File: src/rtl/mem_access_ctl_if.sv
// Data-memory request/acknowledge bus between the MEM-stage sequencer and data memory.
interface mem_access_ctl_if;
  logic        mem_req;
  logic        mem_we;
  logic [31:0] mem_addr;
  logic [31:0] mem_wdata;
  logic        mem_ack;
  logic [31:0] mem_rdata;

  modport master (
    output mem_req, mem_we, mem_addr, mem_wdata,
    input  mem_ack, mem_rdata
  );

  modport slave (
    input  mem_req, mem_we, mem_addr, mem_wdata,
    output mem_ack, mem_rdata
  );
endinterface

File: src/rtl/mem_access_ctl.sv
// MEM-stage sequencer: runs one data-memory transaction per load/store, stalls the
// pipeline until it completes, resolves taken branches and flags bad accesses.
module mem_access_ctl #(
  parameter int unsigned TIMEOUT = 16
) (
  input  logic              clk,
  input  logic              rst_n,
  input  logic              memread,
  input  logic              memwrite,
  input  logic              branch,
  input  logic              zero,
  input  logic [31:0]       alu_result,
  input  logic [31:0]       rdata2,
  input  logic              clr_err,
  mem_access_ctl_if.master  mem,
  output logic              stall,
  output logic              pcsrc,
  output logic              flush,
  output logic [31:0]       load_data,
  output logic              load_valid,
  output logic              err_align,
  output logic              err_illegal,
  output logic              err_timeout
);

  typedef enum logic [1:0] {IDLE, REQ, DONE} state_e;

  localparam logic [7:0] CNT_LAST = 8'(TIMEOUT - 1);

  state_e      state_q, state_d;
  logic [7:0]  cnt_q, cnt_d;
  logic        req_q, req_d;
  logic        we_q, we_d;
  logic [31:0] addr_q, addr_d;
  logic [31:0] wdata_q, wdata_d;
  logic [31:0] ld_q, ld_d;
  logic        lv_q, lv_d;
  logic        ea_q, ea_d;
  logic        ei_q, ei_d;
  logic        et_q, et_d;

  logic access, both, misal, legal;
  logic set_ill, set_al, set_to;

  always_comb begin
    access  = memread | memwrite;
    both    = memread & memwrite;
    misal   = (alu_result[1:0] != 2'b00);
    legal   = access & ~both & ~misal;

    state_d = state_q;
    cnt_d   = cnt_q;
    req_d   = req_q;
    we_d    = we_q;
    addr_d  = addr_q;
    wdata_d = wdata_q;
    ld_d    = ld_q;
    lv_d    = 1'b0;
    set_ill = 1'b0;
    set_al  = 1'b0;
    set_to  = 1'b0;

    unique case (state_q)
      IDLE: begin
        if (legal) begin
          state_d = REQ;
          addr_d  = alu_result;
          wdata_d = rdata2;
          we_d    = memwrite;
          cnt_d   = '0;
          req_d   = 1'b1;
        end else if (both) begin
          set_ill = 1'b1;
        end else if (access) begin
          set_al  = 1'b1;
        end
      end
      REQ: begin
        cnt_d = cnt_q + 8'd1;
        // An ack on the final allowed cycle wins over the timeout.
        if (mem.mem_ack) begin
          if (!we_q) ld_d = mem.mem_rdata;
          lv_d    = ~we_q;
          req_d   = 1'b0;
          state_d = DONE;
        end else if (cnt_q == CNT_LAST) begin
          set_to  = 1'b1;
          req_d   = 1'b0;
          state_d = DONE;
        end
      end
      DONE:    state_d = IDLE;
      default: state_d = IDLE;
    endcase

    ei_d = set_ill | (ei_q & ~clr_err);
    ea_d = set_al  | (ea_q & ~clr_err);
    et_d = set_to  | (et_q & ~clr_err);
  end

  always_ff @(posedge clk or negedge rst_n) begin
    if (!rst_n) begin
      state_q <= IDLE;
      cnt_q   <= '0;
      req_q   <= 1'b0;
      we_q    <= 1'b0;
      addr_q  <= '0;
      wdata_q <= '0;
      ld_q    <= '0;
      lv_q    <= 1'b0;
      ea_q    <= 1'b0;
      ei_q    <= 1'b0;
      et_q    <= 1'b0;
    end else begin
      state_q <= state_d;
      cnt_q   <= cnt_d;
      req_q   <= req_d;
      we_q    <= we_d;
      addr_q  <= addr_d;
      wdata_q <= wdata_d;
      ld_q    <= ld_d;
      lv_q    <= lv_d;
      ea_q    <= ea_d;
      ei_q    <= ei_d;
      et_q    <= et_d;
    end
  end

  always_comb begin
    stall = ((state_q == IDLE) & legal) | (state_q == REQ);
    pcsrc = branch & zero & (state_q == IDLE);
    flush = pcsrc;
  end

  assign mem.mem_req   = req_q;
  assign mem.mem_we    = we_q;
  assign mem.mem_addr  = addr_q;
  assign mem.mem_wdata = wdata_q;
  assign load_data     = ld_q;
  assign load_valid    = lv_q;
  assign err_align     = ea_q;
  assign err_illegal   = ei_q;
  assign err_timeout   = et_q;

endmodule

File: src/flat_wrapper.sv
// flat-port wrapper written by rule: the top's interface ports become plain ports
module mem_access_ctl_flat 
#(
  parameter int unsigned TIMEOUT = 16
)
  (clk, rst_n, memread, memwrite, branch, zero, alu_result, rdata2, clr_err, stall, pcsrc, flush, load_data, load_valid, err_align, err_illegal, err_timeout, mem_mem_req, mem_mem_we, mem_mem_addr, mem_mem_wdata, mem_mem_ack, mem_mem_rdata);
  mem_access_ctl_if mem_i ();
  input  logic clk;
  input  logic rst_n;
  input  logic memread;
  input  logic memwrite;
  input  logic branch;
  input  logic zero;
  input  logic [31:0] alu_result;
  input  logic [31:0] rdata2;
  input  logic clr_err;
  output logic stall;
  output logic pcsrc;
  output logic flush;
  output logic [31:0] load_data;
  output logic load_valid;
  output logic err_align;
  output logic err_illegal;
  output logic err_timeout;
  output wire logic [$bits(mem_i.mem_req)-1:0] mem_mem_req;
  output wire logic [$bits(mem_i.mem_we)-1:0] mem_mem_we;
  output wire logic [$bits(mem_i.mem_addr)-1:0] mem_mem_addr;
  output wire logic [$bits(mem_i.mem_wdata)-1:0] mem_mem_wdata;
  input wire logic [$bits(mem_i.mem_ack)-1:0] mem_mem_ack;
  input wire logic [$bits(mem_i.mem_rdata)-1:0] mem_mem_rdata;
  assign mem_mem_req = mem_i.mem_req;
  assign mem_mem_we = mem_i.mem_we;
  assign mem_mem_addr = mem_i.mem_addr;
  assign mem_mem_wdata = mem_i.mem_wdata;
  assign mem_i.mem_ack = mem_mem_ack;
  assign mem_i.mem_rdata = mem_mem_rdata;
  mem_access_ctl #(.TIMEOUT(TIMEOUT)) u_core (.clk(clk), .rst_n(rst_n), .memread(memread), .memwrite(memwrite), .branch(branch), .zero(zero), .alu_result(alu_result), .rdata2(rdata2), .clr_err(clr_err), .mem(mem_i), .stall(stall), .pcsrc(pcsrc), .flush(flush), .load_data(load_data), .load_valid(load_valid), .err_align(err_align), .err_illegal(err_illegal), .err_timeout(err_timeout));
endmodule
File: config.mk
export PLATFORM = sky130hd
export DESIGN_NAME = mem_access_ctl_flat
export DESIGN_NICKNAME = d
export VERILOG_FILES = /design/src/rtl/mem_access_ctl_if.sv /design/src/rtl/mem_access_ctl.sv /design/src/flat_wrapper.sv
export SDC_FILE = /design/constraint.sdc
export NUM_CORES = 1
export LEC_CHECK = 0
export ABC_AREA = 1
export CAP_MARGIN = 0
export CORE_MARGIN = 8
export CORE_UTILIZATION = 39
export CTS_BUF_LIST = sky130_fd_sc_hd__clkbuf_8
export CTS_CLUSTER_DIAMETER = 40
export DETAILED_ROUTE_END_ITERATION = 10
export PLACE_DENSITY_LB_ADDON = 0.12
export SYNTH_ARGS = -nofsm -noshare
export SYNTH_HDL_FRONTEND = slang
export SYNTH_SLANG_ARGS = --single-unit
File: constraint.sdc
create_clock -name clk -period 1.2 [get_ports clk]
set_input_delay 0.18 -clock clk [delete_from_list [all_inputs] [get_ports clk]]
set_output_delay 0.18 -clock clk [all_outputs]
set_load 0.02 [all_outputs]
==> impl_results.md, run 1 <==
- Outcome: complete, but fails checks
- Failing checks: setup timing
- Vias: 4286
- FP Rows: 39
- Core area: around 11000 µm²
- Antenna Violating Nets Remaining: 0
- Drt wl/cell: 18.00 µm
- Part of the Yosys area used for sequential elements: between 60 and 70%
- Slowest-stage cell, CP: dfrtp_1
- P per Cell Area: 1871 nW/µm²
- Synthesized flop and latch total: 112
- DR pass1 iterations: 4
- Final worst path period share: 126.6%
- Synth Net Count: 607
- Crit path launch type: flip-flop
- Asr flop ratio synth: 100.0%
- R2R cell count: 8
- Number of synthesized flops with an enable pin: 0
- Routability cong.: 0.7473
- Distinct cells, synth: 25
- Post-Syn Area: between 4000 and 5000 µm²
- Iteration-0 DRC Markers: 232
- Final instance area: 7924 µm²
- Num CTS Buffers: 9
- Max-cap violation count: 0
- CP dominant cell by count: buf_16
- Root buf cell: clkbuf_8
- Post-Synthesis Cells: 501
- Via-to-Cell Ratio: 4.741
- Die X: approximately 120 µm
- Reg clk slew, reported paths: around 0.10 ns
- First-pass GRT wire length: 24270 µm
- Tot Pwr: 14.83 mW
- Normalized max-slew margin: 81.60%
- Global route overflow: 0
- CP required: 1.48 ns
- CTS tree: built
- Worst skew pair latency: 0.39 ns
- Pins Over Slew Limit: 0
- Die Y: 124.0 µm
- GRT Resource Usage Total: 20.99%
- Final Critical Period: roughly 1.5 ns
- Initial antenna violation count: 0
- Ant diodes: 0
- Buf/Inv on CP: 4
- H-Tree Depth: 3
- Post-synth top flop: dfrtp_1
- IO Pins: 209
- Delay-heaviest family, CP: buffers and inverters
- # nets final: 863
- Vias in the first global route: 4482
- Wirelength, routed: between 15000 and 20000 µm
- CP Max Fanout: 5
- Dpl cells: around 850
- Crit path kind: flip-flop to flip-flop
- Data arrival, critical path: 1.80 ns
- Hpwl dp: 9453 µm
- Leakage: 4.172 nW
- Crit. path cell count: 8
- Mean Syn Cell Area: 9.073 µm²
- FMAX: ~0.66 GHz
- Area Growth Syn to Fin: 74.32%
- Starting Density: 39.81%
- Share of cells above drive strength 1: 38.37%
- YS warnings: 0
- Worst setup margin: -0.3191 ns
- Measured slew at the worst slew-check pin: 0.2760 ns
- Cells along the critical path: nor2_4 -> nand3_4 -> buf_6 -> buf_16 -> buf_12 -> buf_16 -> nand2_2 -> o21ai_1
- Crit end category: flip-flop
- Clock tree buffer depth: 2
- Residual DRC: 0
- RSZ-0062 raised after global routing: true
- CP peak stage delay: 0.42 ns
- Fin cells: 904
- IO Port Bufs: 208
- Area of the die: 15370 µm²
- Clock Sinks: 112
- Maximum VDD drop: 0.001448 V
- Area post-placement: 6844 µm²
- Largest net degree at the start of global routing: 51
- Fillers: 853
- Final hold viol count: 0
- Final setup viols: between 100 and 150
- Max Clock Skew: ~0.011 ns
- HP Class: primary input to async pin
[path summary, 6_finish.rpt]
| check | start | endpoint | slack (ns) |
|---|---|---|---|
| max | u_core.state_q[0] | u_core.mem.mem_wdata[13] | -0.32 |
| min | rst_n | u_core.mem.mem_addr[15] | 0.15 |
| max reg2reg | u_core.state_q[0] | u_core.mem.mem_wdata[13] | -0.32 |
| min reg2reg | u_core.mem.mem_addr[0] | u_core.mem.mem_addr[0] | 0.48 |
| max in group asynchronous | rst_n | u_core.load_data[21] | 0.56 |
| min in group clk | mem_mem_rdata[25] | u_core.load_data[25] | 0.31 |
[worst register-to-register path: stages, from the launching register on]
cell     delay, ns
dfrtp_1       0.42
nor2_4        0.17
nand3_4       0.13
buf_6         0.16
buf_16        0.13
buf_12        0.14
buf_16        0.15
nand2_2       0.06
o21ai_1       0.06
[cells in the mapped netlist (2+ instances only)]
library cell / instances / area [µm²]
nand2_2: 2 / 12.51
buf_4: 5 / 37.54
inv_1: 72 / 270.3
nand2_1: 190 / 713.2
clkbuf_1: 4 / 15.01
buf_2: 4 / 20.02
a21oi_1: 4 / 20.02
ha_1: 2 / 25.02
buf_6: 8 / 90.09
nand3_1: 4 / 20.02
o21ai_2: 10 / 87.58
o21ai_1: 50 / 250.2
o21ai_0: 8 / 40.04
nor2_1: 15 / 56.30
dfrtp_1: 112 / 2803
inv_4: 2 / 12.51
[what timing repair did]
action                                 CTS  global route
cloned                                  23             2
resized for setup                      557            83
setup endpoints to repair              212           119
setup buffers                           12             8
pin swaps                                5             8
hold buffers                             1             0
endpoints found under the hold margin  112             0
[state kept, by name, indices dropped and copies added (netlist names)]
name	count
u_core.err_timeout	1
u_core.mem.mem_wdata	32
u_core.mem.mem_req	1
u_core.mem.mem_addr	32
u_core.load_data	32
u_core.err_align	1
u_core.mem.mem_we	1
u_core.err_illegal	1
u_core.state_q	2
u_core.cnt_q	8
u_core.load_valid	1
[area by class of cell]
class	instances	area, µm²	share of cell area (%)
Clock buffer	10	137.6	1.737
Clock inverter	5	50.05	0.6316
Inverter	75	302.8	3.821
Multi-Input combinational cell	293	1762	22.23
Sequential cell	112	2803	35.37
Tap cell	143	178.9	2.258
Timing Repair Buffer	265	2674	33.74
Timing Repair inverter	1	16.27	0.2053
[layer usage]
layer	up-vias	GRT usage (%)	share of wire [%]
met2	148	35.50	52
met5	-	0	0
met1	2073	23.41	37
met4	0	7.807	2.7
met3	26	8.477	8.6
li1	2039	-	-
[stage by stage]
| step | hold WS (ns) | setup TNS (ns) | utilization (%) | worst slack (ns) |
|---|---|---|---|---|
| 3_5_place_dp | 0.007251 | -50.66 | 59.94 | -0.7141 |
| 5_1_grt | 0.1496 | -26.76 | 69.40 | -0.3654 |
| 2_1_floorplan | -0.1156 | 0 | - | 0.01948 |
| 3_3_place_gp | 0.006691 | -47.32 | 59.94 | -0.7035 |
| 4_1_cts | 0.1250 | -19.93 | 67.24 | -0.3154 |
| 6_report | 0.1534 | -19.86 | 69.40 | -0.3191 |
[where the power goes]
part           internal, mW  total, mW  switching, mW
sequential             5.06       5.95          0.892
combinational          2.85       6.62           3.76
clock                 0.995       2.26           1.27
[cells by family (layout without fill, tap and decap cells)]
family | count (synthesis) | after routing | synth area share, %
buf+inv | 96 | 356 | 9.882
flops | 112 | 112 | 61.66
compound gates | 75 | 75 | 9.276
simple gates | 216 | 216 | 18.63
fa+ha+maj | 2 | 2 | 0.5504
[layout by cell type, fill, tap and decap left out, drive strengths merged]
| cell | synthesis | layout |
|---|---|---|
| a22o | 1 | 1 |
| and2 | 1 | 1 |
| nand2 | 193 | 193 |
| clkdlybuf4s50 | 0 | 102 |
| ha | 2 | 2 |
| o21bai | 1 | 1 |
| dlygate4sd3 | 0 | 1 |
| bufinv | 0 | 1 |
| clkinvlp | 0 | 1 |
| inv | 75 | 78 |
| and3 | 1 | 1 |
| clkinv | 0 | 1 |
| a21oi | 4 | 4 |
| dfrtp | 112 | 112 |
| a21boi | 1 | 1 |
| o21ai | 68 | 68 |
| nand3 | 5 | 5 |
| buf | 17 | 161 |
| clkbuf | 4 | 11 |
| nor2 | 16 | 16 |
Power figures use the tool's default switching activity.
==> inputs of run 2 (changes only) <==
--- a/config.mk
+++ b/config.mk
@@ -12,7 +12,8 @@
 export CTS_BUF_LIST = sky130_fd_sc_hd__clkbuf_8
 export CTS_CLUSTER_DIAMETER = 40
 export DETAILED_ROUTE_END_ITERATION = 10
-export PLACE_DENSITY_LB_ADDON = 0.12
+export PLACE_DENSITY = 0.75
+export RECOVER_POWER = 100
 export SYNTH_ARGS = -nofsm -noshare
 export SYNTH_HDL_FRONTEND = slang
 export SYNTH_SLANG_ARGS = --single-unit
==> run 2 against run 1 <==
- the run still ends with setup timing left
- maximum frequency up 2.9%
- first-iteration DRC count down 8.6%
- sequential power up 0.8%
- cell count up 0.11%
- critical path depth down 1
- combinational power about the same
- count of clock-buffer cells in the layout up 1
==> impl_results.md, run 2 (same netlist as run 1, synthesis figures left out) <==
- Outcome: complete, but fails checks
- Failing checks: setup timing
- Sequential share of power: 40.7%
- Switching power: between 6 and 7 mW
- P per Cell Area: 1829 nW/µm²
- Largest net degree at the start of global routing: 34
- # nets final: around 860
- Final Critical Period: ~1.5 ns
- Met3 usage: 5.485%
- Clock tree buffer depth: 2
- GR Util met2: 36.03%
- Final worst path period share: 123.0%
- Num CTS Buffers: 9
- Crit path launch type: flip-flop
- Crit end category: flip-flop
- Root buf cell: clkbuf_8
- DR pass1 iterations: 4
- CTS tree: built
- Reg clk slew, reported paths: 0.10 ns
- Worst setup margin: -0.2759 ns
- Tot Pwr: between 10 and 15 mW
- Reg2reg start: u_core.state_q[1]
- Setup crit start: u_core.state_q[1]
- IO Port Bufs: approximately 210
- Crit path kind: flip-flop to flip-flop
- Die Y: around 120 µm
- Maximum VDD drop: 0.001125 V
- IO Pins: 209
- Routability cong.: between 0.8 and 0.9
- Hold_sp: rdata2[18]
- Global Route met1 Usage: around a quarter
- Starting Density: between 30% and 40%
- H-Tree Depth: 3
- RSZ-0062 raised after global routing: true
- Area Growth Syn to Fin: 77.18%
- Vias: 4338
- GRT Resource Usage Total: a little over a fifth
- Pins Over Slew Limit: 0
- Global route overflow: 0
- Share of cells above drive strength 1: 43.83%
- Leakage: 4.213 nW
- Pre-CTS setup slack: -0.7003 ns
- CP required: 1.50 ns
- FMAX: just under 0.7 GHz
- Data arrival, critical path: 1.78 ns
- HP Class: primary input to flip-flop
- Core area: 11420 µm²
- Clk network pwr share: between 10% and 20%
- Wirelength, routed: roughly 17000 µm
- Worst skew pair latency: ~0.37 ns
- Clock Sinks: between 100 and 150
- Residual DRC: 0
- Via-to-Cell Ratio: roughly 4.8
- FP Rows: 39
- Drt wl/cell: 18.32 µm
- CP Max Fanout: 6
- Most common cell after layout, fill and taps aside: nand2_1
- Commonest non-fill, non-tap cells in the layout: nand2_1 (116), dfrtp_1 (111), clkdlybuf4s50_1 (102)
- First-pass GRT wire length: 24560 µm
- Normalized max-slew margin: between 40% and 50%
- Hpwl dp: a little under 10000 µm
- Max-cap violation count: 0
- Vias in the first global route: 4572
- Area of the die: 15370 µm²
- Final hold viol count: 0
- Ant diodes: 0
- Pint: 8.636 mW
- Initial antenna violation count: 0
- Final setup viols: 111
- Comb pwr share: 45.2%
- Final hold slack: between 0.3 and 0.4 ns
- Measured slew at the worst slew-check pin: around 0.78 ns
- Sw Share: 41.36%
- Top Usage Layer GRT: met2
- Die X: 124.0 µm
- Antenna Violating Nets Remaining: 0
- Iteration-0 DRC Markers: 212
- Max Clock Skew: ~0.0063 ns
run 2: path summary, 6_finish.rpt:
| path | endpoint | slack [ns] | depth (start not counted) |
|---|---|---|---|
| max | u_core.mem.mem_addr[22] | -0.28 | 7 |
| min | u_core.mem.mem_wdata[18] | 0.33 | 3 |
| max reg2reg | u_core.mem.mem_addr[22] | -0.28 | 7 |
| min reg2reg | u_core.load_data[22] | 0.48 | 2 |
| max in group asynchronous | u_core.mem.mem_we | 0.11 | 3 |
| min in group asynchronous | u_core.load_data[6] | 0.42 | 2 |
run 2: stage by stage:
step	cells	instance area, µm²	utilization, %	TNS [ns]
floorplan	501	4551	-	0
global placement	851	6879	60.25	-46.29
detailed placement	851	6879	60.25	-46.94
CTS	904	7741	67.80	-18.25
global route	905	8054	70.53	-27.39
finish	905	8054	70.53	-19.01
run 2: power groups by stage:
stage	Sequential (mW)	Clock, mW	Combinational (mW)
final	6.00	2.08	6.65
after global routing	6.15	2.28	7.12
after CTS	5.82	2.14	6.22
after detailed placement	5.85	0	6.55
after global placement	5.79	0	6.43
after floorplan	7.35	0	1.40
run 2: metal layers:
layer	up-vias	share of wire [%]	wire (µm)
met1	2073	36	6050
met5	-	0	0
met3	50	6.7	1104
met4	0	4.2	701
met2	173	53	8724
li1	2042	-	-
run 2: cell type report:
type	instances	area, µm²
clock buffers	11	151.4
clock inverters	4	20.02
fillers	835	3364
inverters	75	322.8
multi-input cells	294	1933
flip-flops and latches	112	2804
well taps	143	178.9
repair buffers	262	2594
repair inverters	4	50.05
run 2: worst max-delay path: stages (launching register included):
cell	delay, ns
dfrtp_1	0.43
nor2_4	0.16
nand3_4	0.11
buf_12	0.17
buf_12	0.15
buf_12	0.14
buf_16	0.13
o21ai_2	0.11
run 2: timing repair:
action	in CTS	in global routing
setup endpoints to repair	212	115
gates cloned	22	5
hold endpoints to repair	22	0
hold buffers	1	0
pin swaps	2	12
gates resized for setup	559	123
setup buffers	15	2
